==> config.mk <==
export PLATFORM = sky130hd
export DESIGN_NAME = uba_nxd_mon
export DESIGN_NICKNAME = d
export VERILOG_FILES = /design/src/rtl/uba_nxd_mon.sv
export SDC_FILE = /design/constraint.sdc
export NUM_CORES = 1
export LEC_CHECK = 0
export CAP_MARGIN = 20
export CORE_MARGIN = 2
export CORE_UTILIZATION = 60
export CTS_CLUSTER_SIZE = 25
export DETAILED_ROUTE_END_ITERATION = 10
export DONT_BUFFER_PORTS = 1
export GPL_ROUTABILITY_DRIVEN = 0
export PLACE_DENSITY = 0.84
export SLEW_MARGIN = 20
export SYNTH_ARGS = -nofsm -noshare
export SYNTH_HDL_FRONTEND = slang
export SYNTH_SLANG_ARGS = --single-unit
==> constraint.sdc <==
create_clock -name clk -period 2.35 [get_ports clk]
set_input_delay 0.3525 -clock clk [delete_from_list [all_inputs] [get_ports clk]]
set_output_delay 0.3525 -clock clk [all_outputs]
set_load 0.005 [all_outputs]
==> src/rtl/uba_nxd_mon.sv <==
// Unibus non-existent-device monitor: arbitrates acknowledgement of each bus
// request and raises setNXD when no claimant acks within the timeout.
module uba_nxd_mon #(
    parameter int unsigned NDEV        = 8,
    parameter int unsigned CNTW        = 8,
    parameter int unsigned TIMEOUT     = 15,
    parameter int unsigned ADDRW       = 18,
    parameter int unsigned NOCLAIM_NXD = 1
) (
    input  logic             clk,
    input  logic             rst,
    input  logic             busREQI,
    input  logic [ADDRW-1:0] busADDRI,
    output logic             busACKO,
    input  logic [NDEV-1:0]  devREQ,
    input  logic [NDEV-1:0]  devACK,
    input  logic             ubaACK,
    input  logic             wruACK,
    input  logic             toLOAD,
    input  logic [CNTW-1:0]  toDATA,
    input  logic             nxdCLR,
    output logic             setNXD,
    output logic             nxdFLAG,
    output logic [ADDRW-1:0] nxdADDR,
    output logic [NDEV-1:0]  nxdDEV,
    output logic [3:0]       nxdCNT
);

    typedef enum logic [2:0] {IDLE, DLY, ACK, NXD, WAIT} stateT;

    stateT             state;
    stateT             stateNext;
    logic [NDEV-1:0]   sel;
    logic [NDEV-1:0]   selNext;
    logic [ADDRW-1:0]  addr;
    logic [CNTW-1:0]   counter;
    logic [CNTW-1:0]   toReg;
    logic              latchReq;
    logic              loadCnt;
    logic              decCnt;

    // State register.
    always_ff @(posedge clk) begin
        if (rst) state <= IDLE;
        else     state <= stateNext;
    end

    // Next-state, datapath strobes and state-decoded outputs.
    always_comb begin
        stateNext = state;
        selNext   = '0;
        latchReq  = 1'b0;
        loadCnt   = 1'b0;
        decCnt    = 1'b0;
        busACKO   = (state == ACK);
        setNXD    = (state == NXD);
        case (state)
            IDLE: begin
                if (busREQI) begin
                    if (ubaACK || wruACK) begin
                        stateNext = ACK;
                    end else if (|devREQ) begin
                        latchReq = 1'b1;
                        selNext  = devREQ;
                        if (|(devACK & devREQ)) begin
                            stateNext = ACK;
                        end else begin
                            loadCnt   = 1'b1;
                            stateNext = DLY;
                        end
                    end else if (NOCLAIM_NXD != 0) begin
                        latchReq  = 1'b1;
                        loadCnt   = 1'b1;
                        stateNext = DLY;
                    end
                end
            end
            DLY: begin
                // Ack is tested before the zero check so a last-cycle ack wins.
                if (!busREQI)                 stateNext = IDLE;
                else if (|(devACK & sel))     stateNext = ACK;
                else if (counter != '0)       decCnt    = 1'b1;
                else                          stateNext = NXD;
            end
            ACK:     if (!busREQI) stateNext = IDLE;
            NXD:     stateNext = WAIT;
            WAIT:    if (!busREQI) stateNext = IDLE;
            default: stateNext = IDLE;
        endcase
    end

    // Request capture, timeout counter and timeout register.
    always_ff @(posedge clk) begin
        if (rst) begin
            sel     <= '0;
            addr    <= '0;
            counter <= '0;
            toReg   <= CNTW'(TIMEOUT);
        end else begin
            if (toLOAD) toReg <= toDATA;
            if (latchReq) begin
                sel  <= selNext;
                addr <= busADDRI;
            end
            if (loadCnt)     counter <= toReg;
            else if (decCnt) counter <= counter - 1'b1;
        end
    end

    // Sticky NXD status; a coincident clear loses to the new event.
    always_ff @(posedge clk) begin
        if (rst) begin
            nxdFLAG <= 1'b0;
            nxdADDR <= '0;
            nxdDEV  <= '0;
            nxdCNT  <= '0;
        end else if (state == NXD) begin
            nxdFLAG <= 1'b1;
            nxdADDR <= addr;
            nxdDEV  <= sel;
            if (nxdCLR)                nxdCNT <= 4'd1;
            else if (nxdCNT != 4'hF)   nxdCNT <= nxdCNT + 4'd1;
        end else if (nxdCLR) begin
            nxdFLAG <= 1'b0;
            nxdADDR <= '0;
            nxdDEV  <= '0;
            nxdCNT  <= '0;
        end
    end

endmodule

==> Word-level counts from Yosys, hierarchy flattened <==
Cells that the tools add are included.
W data, S select, Z words.
{ "word_totals": {"regBits": 76, "wordCells": 70} }
{ "op_classes": {"add_sub_neg": 2, "eq_ne": 8, "muxes": 37, "n_bitwise": 2, "reduce_logical": 12} }
{ "op_table": {"columns": ["op", "count"], "rows": [
  ["$mux W8", 8],
  ["$mux W18", 2],
  ["$reduce_or A8 Y1", 3],
  ["$mux W3", 7],
  ["$and A8 B8 Y8", 2],
  ["$mux W4", 4],
  ["$mux W1", 14],
  ["$pmux W3 S4", 1],
  ["$ne A4 B4 Y1 const B", 2],
  ["$reduce_bool A8 Y1", 1],
  ["$sub A8 B1 Y8 const B", 1],
  ["$eq A3 B2 Y1 const B", 2],
  ["$reduce_bool A2 Y1", 3],
  ["$add A4 B1 Y4 const B", 1],
  ["$ne A2 B2 Y1 const B", 2],
  ["$eq A3 B1 Y1 const B", 1],
  ["$eq A3 B3 Y1 const B", 1],
  ["$logic_not A3 Y1", 1],
  ["$reduce_and A3 Y1", 1],
  ["$mux W2", 1],
  ["$reduce_and A2 Y1", 1],
  ["$reduce_or A2 Y1", 1],
  ["$logic_or A1 B1 Y1", 1]
]} }

==> Depth between registers and ports, before layout <==
Gate-level depths: netlist of the first run.
{ "logic_depth": {"ltp_word": 8, "mapped_depth": 7, "depth_no_buf": 6} }

==> Least setup slack after synthesis of the first run <==
No wires, ideal clock.
{ "synth_path": {"kind": "register to register", "startpoint": "register counter[2]", "endpoint": "register counter[4]", "setup_time_ps": 88, "arrival_time_ps": 1597, "setup_slack_ps": 665, "path_stages_with_launch": 7, "path_buffers": 1, "cell_sequence": "dfxtp_1 -> nor4_4 -> nand3_2 -> and3_4 -> buf_6 -> a32o_1 -> nor4_2"} }
{ "synth_between": {"elab_chain_len": 6, "word_cells_on_any_way": 9, "cone_classes": "add/sub (1); mux (6); reduce/logical (2)"} }
{ "synth_rtl": {"columns": ["item", "line_no", "text"], "rows": [
  ["start: declaration", "36", "logic [CNTW-1:0] counter;"],
  ["start signal: assignment", "105", "if (loadCnt) counter <= toReg;"],
  ["start signal: assignment", "106", "else if (decCnt) counter <= counter - 1'b1;"],
  ["branches (longest 6 deep; another with $sub A8 B1 Y8)", null, null]
]} }
Parallel ways; which one is timed is not known. The select of a mux whose other input is x is not followed.
A chain may end at the register's enable or synchronous reset.

==> Final worst setup path of the first run <==
{ "layout_path": {"startpoint": "register state[0]", "endpoint": "output setNXD"} }
{ "layout_between": {"elab_chain_len": 1} }
{ "layout_rtl": {"columns": ["item", "line_no", "text"], "rows": [
  ["start: declaration", "31", "stateT state;"],
  ["start signal: assignment", "45", "else state <= stateNext;"],
  ["$eq A3 B2 Y1", "56", "setNXD = (state == NXD);"],
  ["end: declaration", "22", "output logic setNXD,"]
]} }
No other way between the ends.

==> impl_metrics.tcl, run 1 <==
set metrics [dict create \
    outcome "complete, no violations" \
    seq_area_frac_synth_pct 49.5 \
    antenna_found_initial 0 \
    yosysUniqueCellTypes 42 \
    drv_cap 0 \
    die_h_um 75.6 \
    vias 2578 \
    ir_worst_vdd_mv 0.565 \
    core_area_um2 5010 \
    clk_pin_slew_ps 80 \
    wirelength_um 7070 \
    crit_type "register to output pin" \
    std_cell_rows 26 \
    setup_viol 0 \
    hold_violations 0 \
    syn_area_um2 3070 \
    clockRootBuffer "clkbuf_8" \
    fill_cells 434 \
    grt_pass1_vias 2338 \
    layout_common_cells "dfxtp_1, a21oi_1, nand2_1" \
    ys.warnings.count 0 \
    path_max_fanout 30 \
    synth_top_cell_by_area "dfxtp_1" \
    fin_ws_ps 143 \
    drive_gt1_share_pct 7.24 \
    dp_hpwl_um 4710 \
    wire_per_inst_um 16.5 \
    cts_made_buffers 9 \
    yosysTopAreaCellShare_pct 49.5 \
    postLayoutCoreUtil_pct 65.7 \
    clock_latency_ps 340 \
    grtUsageTotal_pct 25.8 \
    via_per_inst 6.01 \
    cts_tree "built" \
    fin_area_um2 3290 \
    die_x_um 75.6 \
    worstMarginPinSlew_ps 679 \
    synth.avg_cell_area_um2 8.40 \
    post_cts_resized 0 \
    pin_count 82 \
    cts_setup_buffers 0 \
    synth_ff_type "dfxtp_1" \
    slew_violations 0 \
    startpoint_type "register" \
    rsz0062_at_grt "no" \
    cts_max_level 3 \
    rr_worst_depth 5 \
    grt_max_degree 77 \
    maxSlewHeadroom_pct 54.7 \
    critPathRequiredTime_ps 2000 \
    max_freq_mhz 453 \
    powerDensity_nw_per_um2 747 \
    diodes 0 \
    critical_path.endpoint_type "output pin" \
    remaining_drc_errors 0 \
    synth.area.top_cells "dfxtp_1, a21oi_1, nand2_1" \
    nets 408 \
    synth_cells 366 \
    final_common_cell "dfxtp_1" \
    async_flop_share_pct 0 \
    firstDrtPassIters 5 \
    period_share_pct 93.9 \
    tns_ps 0 \
    cts_buffer_depth 2 \
    grt_overflow 0 \
    synth-edff-count 0 \
    min_period_ps 2210 \
    placed_area_um2 3080 \
    ys_seq_elements 76 \
    worst_hold_slack_ps 75.8 \
    place_ws_ps 441 \
    clock-sinks 76 \
    power.leakage_nw 1.28 \
    arrival_ps 1850 \
    min_path_cells 1 \
    skew_ps 7.53 \
    grt_pass1_wl_um 11100 \
    start_util_pct 61.3 \
    ant_nets 0 \
    io_buffers 0 \
    dieArea_um2 5710 \
    hold_buffers 0 \
    drt_iter0_markers 203 \
    synth_nets 418 \
    area_growth_pct 7.13 \
    holdCritPathClass "input port to register" \
]
[sequential cells by signal (all words and copies together) (netlist names)]
name / flops
nxdCNT: 4
toReg: 8
nxdDEV: 8
addr: 18
nxdFLAG: 1
nxdADDR: 18
state: 3
counter: 8
sel: 8
[power breakdown]
group / switching (W) / leakage (nW) / internal (W)
logic: 0.0000499 / 0.557 / 0.0000372
registers: 0.0000171 / 0.616 / 0.00131
clock network: 0.000448 / 0.108 / 0.000596
total: 0.000515 / 1.28 / 0.00195
[layer usage]
metal | global-route usage [%] | wire length [µm]
met1 | 34.7 | 3020
met2 | 37.6 | 3240
met3 | 9.13 | 672
met4 | 11.7 | 144
met5 | 0 | 0
[Yosys cell counts, types with 3 or more instances]
cell type  instances
and3_1            29
a32oi_1            3
mux2i_1            5
o211ai_1           3
a21oi_1           61
clkbuf_1          17
nand2_1           59
ha_1               3
nor3b_1            3
o21ai_0            3
nor2b_1            4
buf_1              4
nor3_1             8
a211o_1            4
nor2_1            40
inv_1              4
nand3_1            6
dfxtp_1           76
[metrics by stage]
| stage | power (W) | std cells |
|---|---|---|
| final | 0.00246 | 429 |
| after global routing | 0.00254 | 429 |
| after CTS | 0.00247 | 429 |
| after detailed placement | 0.00145 | 415 |
| after global placement | 0.00144 | 415 |
| after floorplan | 0.00144 | 366 |
[path summary, 6_finish.rpt]
kind / startpoint / end / slack [ps]
worst max-delay path: state[0] / setNXD / 140
worst min-delay path: rst / addr[0] / 80
worst max register to register: state[0] / counter[1] / 440
worst min register to register: addr[0] / addr[0] / 450
[area by class of cell]
cell class / instances / area, µm² / share of cell area, %
clock buffer: 13 / 179 / 5.44
clock inverter: 1 / 30.0 / 0.912
inverter: 4 / 15.0 / 0.456
multi-input combinational: 262 / 1440 / 43.6
sequential: 76 / 1520 / 46.2
tap: 70 / 87.6 / 2.66
timing repair buffer: 3 / 22.5 / 0.684
[cell families after synthesis]
group	share of synthesized area [%]
XOR/XNOR	0.285
adder cells (fa/ha/maj)	1.22
buffers and inverters	3.75
AO/OA/AOI/OAI	17.3
flip-flops	49.5
multiplexers	1.63
AND/OR/NAND/NOR	26.3
[worst max-delay path: stages, from the launching register on]
cell,delay (ps)
dfxtp_1,440
nand2_1,70
or2_2,480
inv_1,180
buf_4,320
Power figures use the tool's default switching activity.
==> run 2, diff against run 1 <==
--- a/config.mk
+++ b/config.mk
@@ -7,12 +7,11 @@
 export LEC_CHECK = 0
 export CAP_MARGIN = 20
 export CORE_MARGIN = 2
-export CORE_UTILIZATION = 60
+export CORE_UTILIZATION = 48
 export CTS_CLUSTER_SIZE = 25
 export DETAILED_ROUTE_END_ITERATION = 10
-export DONT_BUFFER_PORTS = 1
 export GPL_ROUTABILITY_DRIVEN = 0
-export PLACE_DENSITY = 0.84
+export PLACE_DENSITY = 0.87
 export SLEW_MARGIN = 20
 export SYNTH_ARGS = -nofsm -noshare
 export SYNTH_HDL_FRONTEND = slang
==> impl_metrics.tcl, run 2 (same netlist as run 1, synthesis figures left out) <==
set metrics [dict create \
    period_share_pct 92.4 \
    maxSlewHeadroom_pct 52.3 \
    slew_violations 0 \
    remaining_drc_errors 0 \
    final_common_cell "clkdlybuf4s50_1" \
    min_path_cells 2 \
    critical_path.endpoint_type "output pin" \
    drt_iter0_markers 214 \
    cts_buffer_depth 2 \
    vias 2972 \
    setup_viol 0 \
    std_cell_rows 29 \
    clock-sinks 76 \
    grt_overflow 0 \
    firstDrtPassIters 5 \
    path_max_fanout 6 \
    dieArea_um2 7060 \
    clock_latency_ps 360 \
    start_util_pct 49.0 \
    nets 492 \
    grt_pass1_vias 2892 \
    arrival_ps 1820 \
    outcome "complete, no violations" \
    clockRootBuffer "clkbuf_8" \
    holdCritPathClass "register to register" \
    io_buffers 81 \
    cts_max_level 3 \
    grt_pass1_wl_um 13600 \
    die_x_um 84.0 \
    worstMarginPinSlew_ps 715 \
    area_growth_pct 34.0 \
    fin_ws_ps 178 \
    grt_max_degree 77 \
    reg.largest.list "addr x18, nxdADDR x18" \
    clk_pin_slew_ps 80 \
    cts_tree "built" \
    power.leakage_nw 1.58 \
    fill_cells 514 \
    wire_per_inst_um 15.7 \
    dp_hpwl_um 5460 \
    skew_ps 10.7 \
    powerDensity_nw_per_um2 597 \
    startpoint_type "register" \
    area.sequential_um2 1520 \
    core_area_um2 6280 \
    max_freq_mhz 460 \
    antenna_found_initial 0 \
    rsz0062_at_grt "no" \
    hold_buffers 0 \
    hold_violations 0 \
    die_h_um 84.0 \
    rr_worst_depth 5 \
    min_period_ps 2170 \
    post_cts_resized 0 \
    critPathRequiredTime_ps 2000 \
    drv_cap 0 \
    multi_input_area_um2 1440 \
    place_ws_ps 70.4 \
    via_per_inst 5.69 \
    pin_count 82 \
    ant_nets 0 \
    crit_type "register to output pin" \
    drive_gt1_share_pct 7.19 \
    diodes 0 \
    wirelength_um 8180 \
    tns_ps 0 \
    ir_worst_vdd_mv 0.362 \
    cts_setup_buffers 0 \
    grtUsageTotal_pct 23.9 \
    layout_common_cells "clkdlybuf4s50_1, dfxtp_1, a21oi_1" \
    cts_made_buffers 9 \
]
## run 2: power by group
group / internal, W / switching, W
logic: 0.000111 / 0.0000949
clock network: 0.000419 / 0.000504
registers: 0.00131 / 0.0000177
## run 2: layer usage
metal / global-route usage, % / share of wire, % / vias up / wire (µm)
met2: 39.1 / 49 / 134 / 3970
met5: 0 / 0 / - / 0
li1: - / - / 1434 / -
met3: 5.44 / 7.7 / 23 / 631
met1: 29.8 / 41 / 1381 / 3340
met4: 11.7 / 2.9 / 0 / 238
## run 2: critical path: stages (launching register included)
cell and delay [ps]:
dfxtp_1 440, nand2_1 100, or2_2 320, inv_1 90, clkdlybuf4s50_1 520
## run 2: final cells by class
| type | instances | share of cell area, % |
|---|---|---|
| tap | 77 | 2.34 |
| multi-input combinational | 262 | 34.9 |
| clock inverter | 6 | 1.12 |
| inverter | 4 | 0.365 |
| sequential | 76 | 37.0 |
| timing repair buffer | 87 | 21.0 |
| clock buffer | 10 | 3.34 |
## run 2: final timing paths
kind                    from         end  slack (ps)
setup / recovery    state[0]      setNXD         180
hold reg to reg      addr[3]     addr[3]         460
hold / removal       addr[3]     addr[3]         460
setup reg to reg  counter[2]  counter[6]         440
## run 2: through the flow
stage                     total power, W  hold slack (ps)  utilization (%)  cell area, µm²  cells
final                            0.00246              457             65.6            4120    522
after global routing             0.00256              473             65.6            4120    522
after CTS                        0.00247              459             65.6            4120    522
after detailed placement         0.00156              447             62.6            3930    506
after global placement           0.00156              442             62.6            3930    506
after floorplan                  0.00144              431                -            3070    366
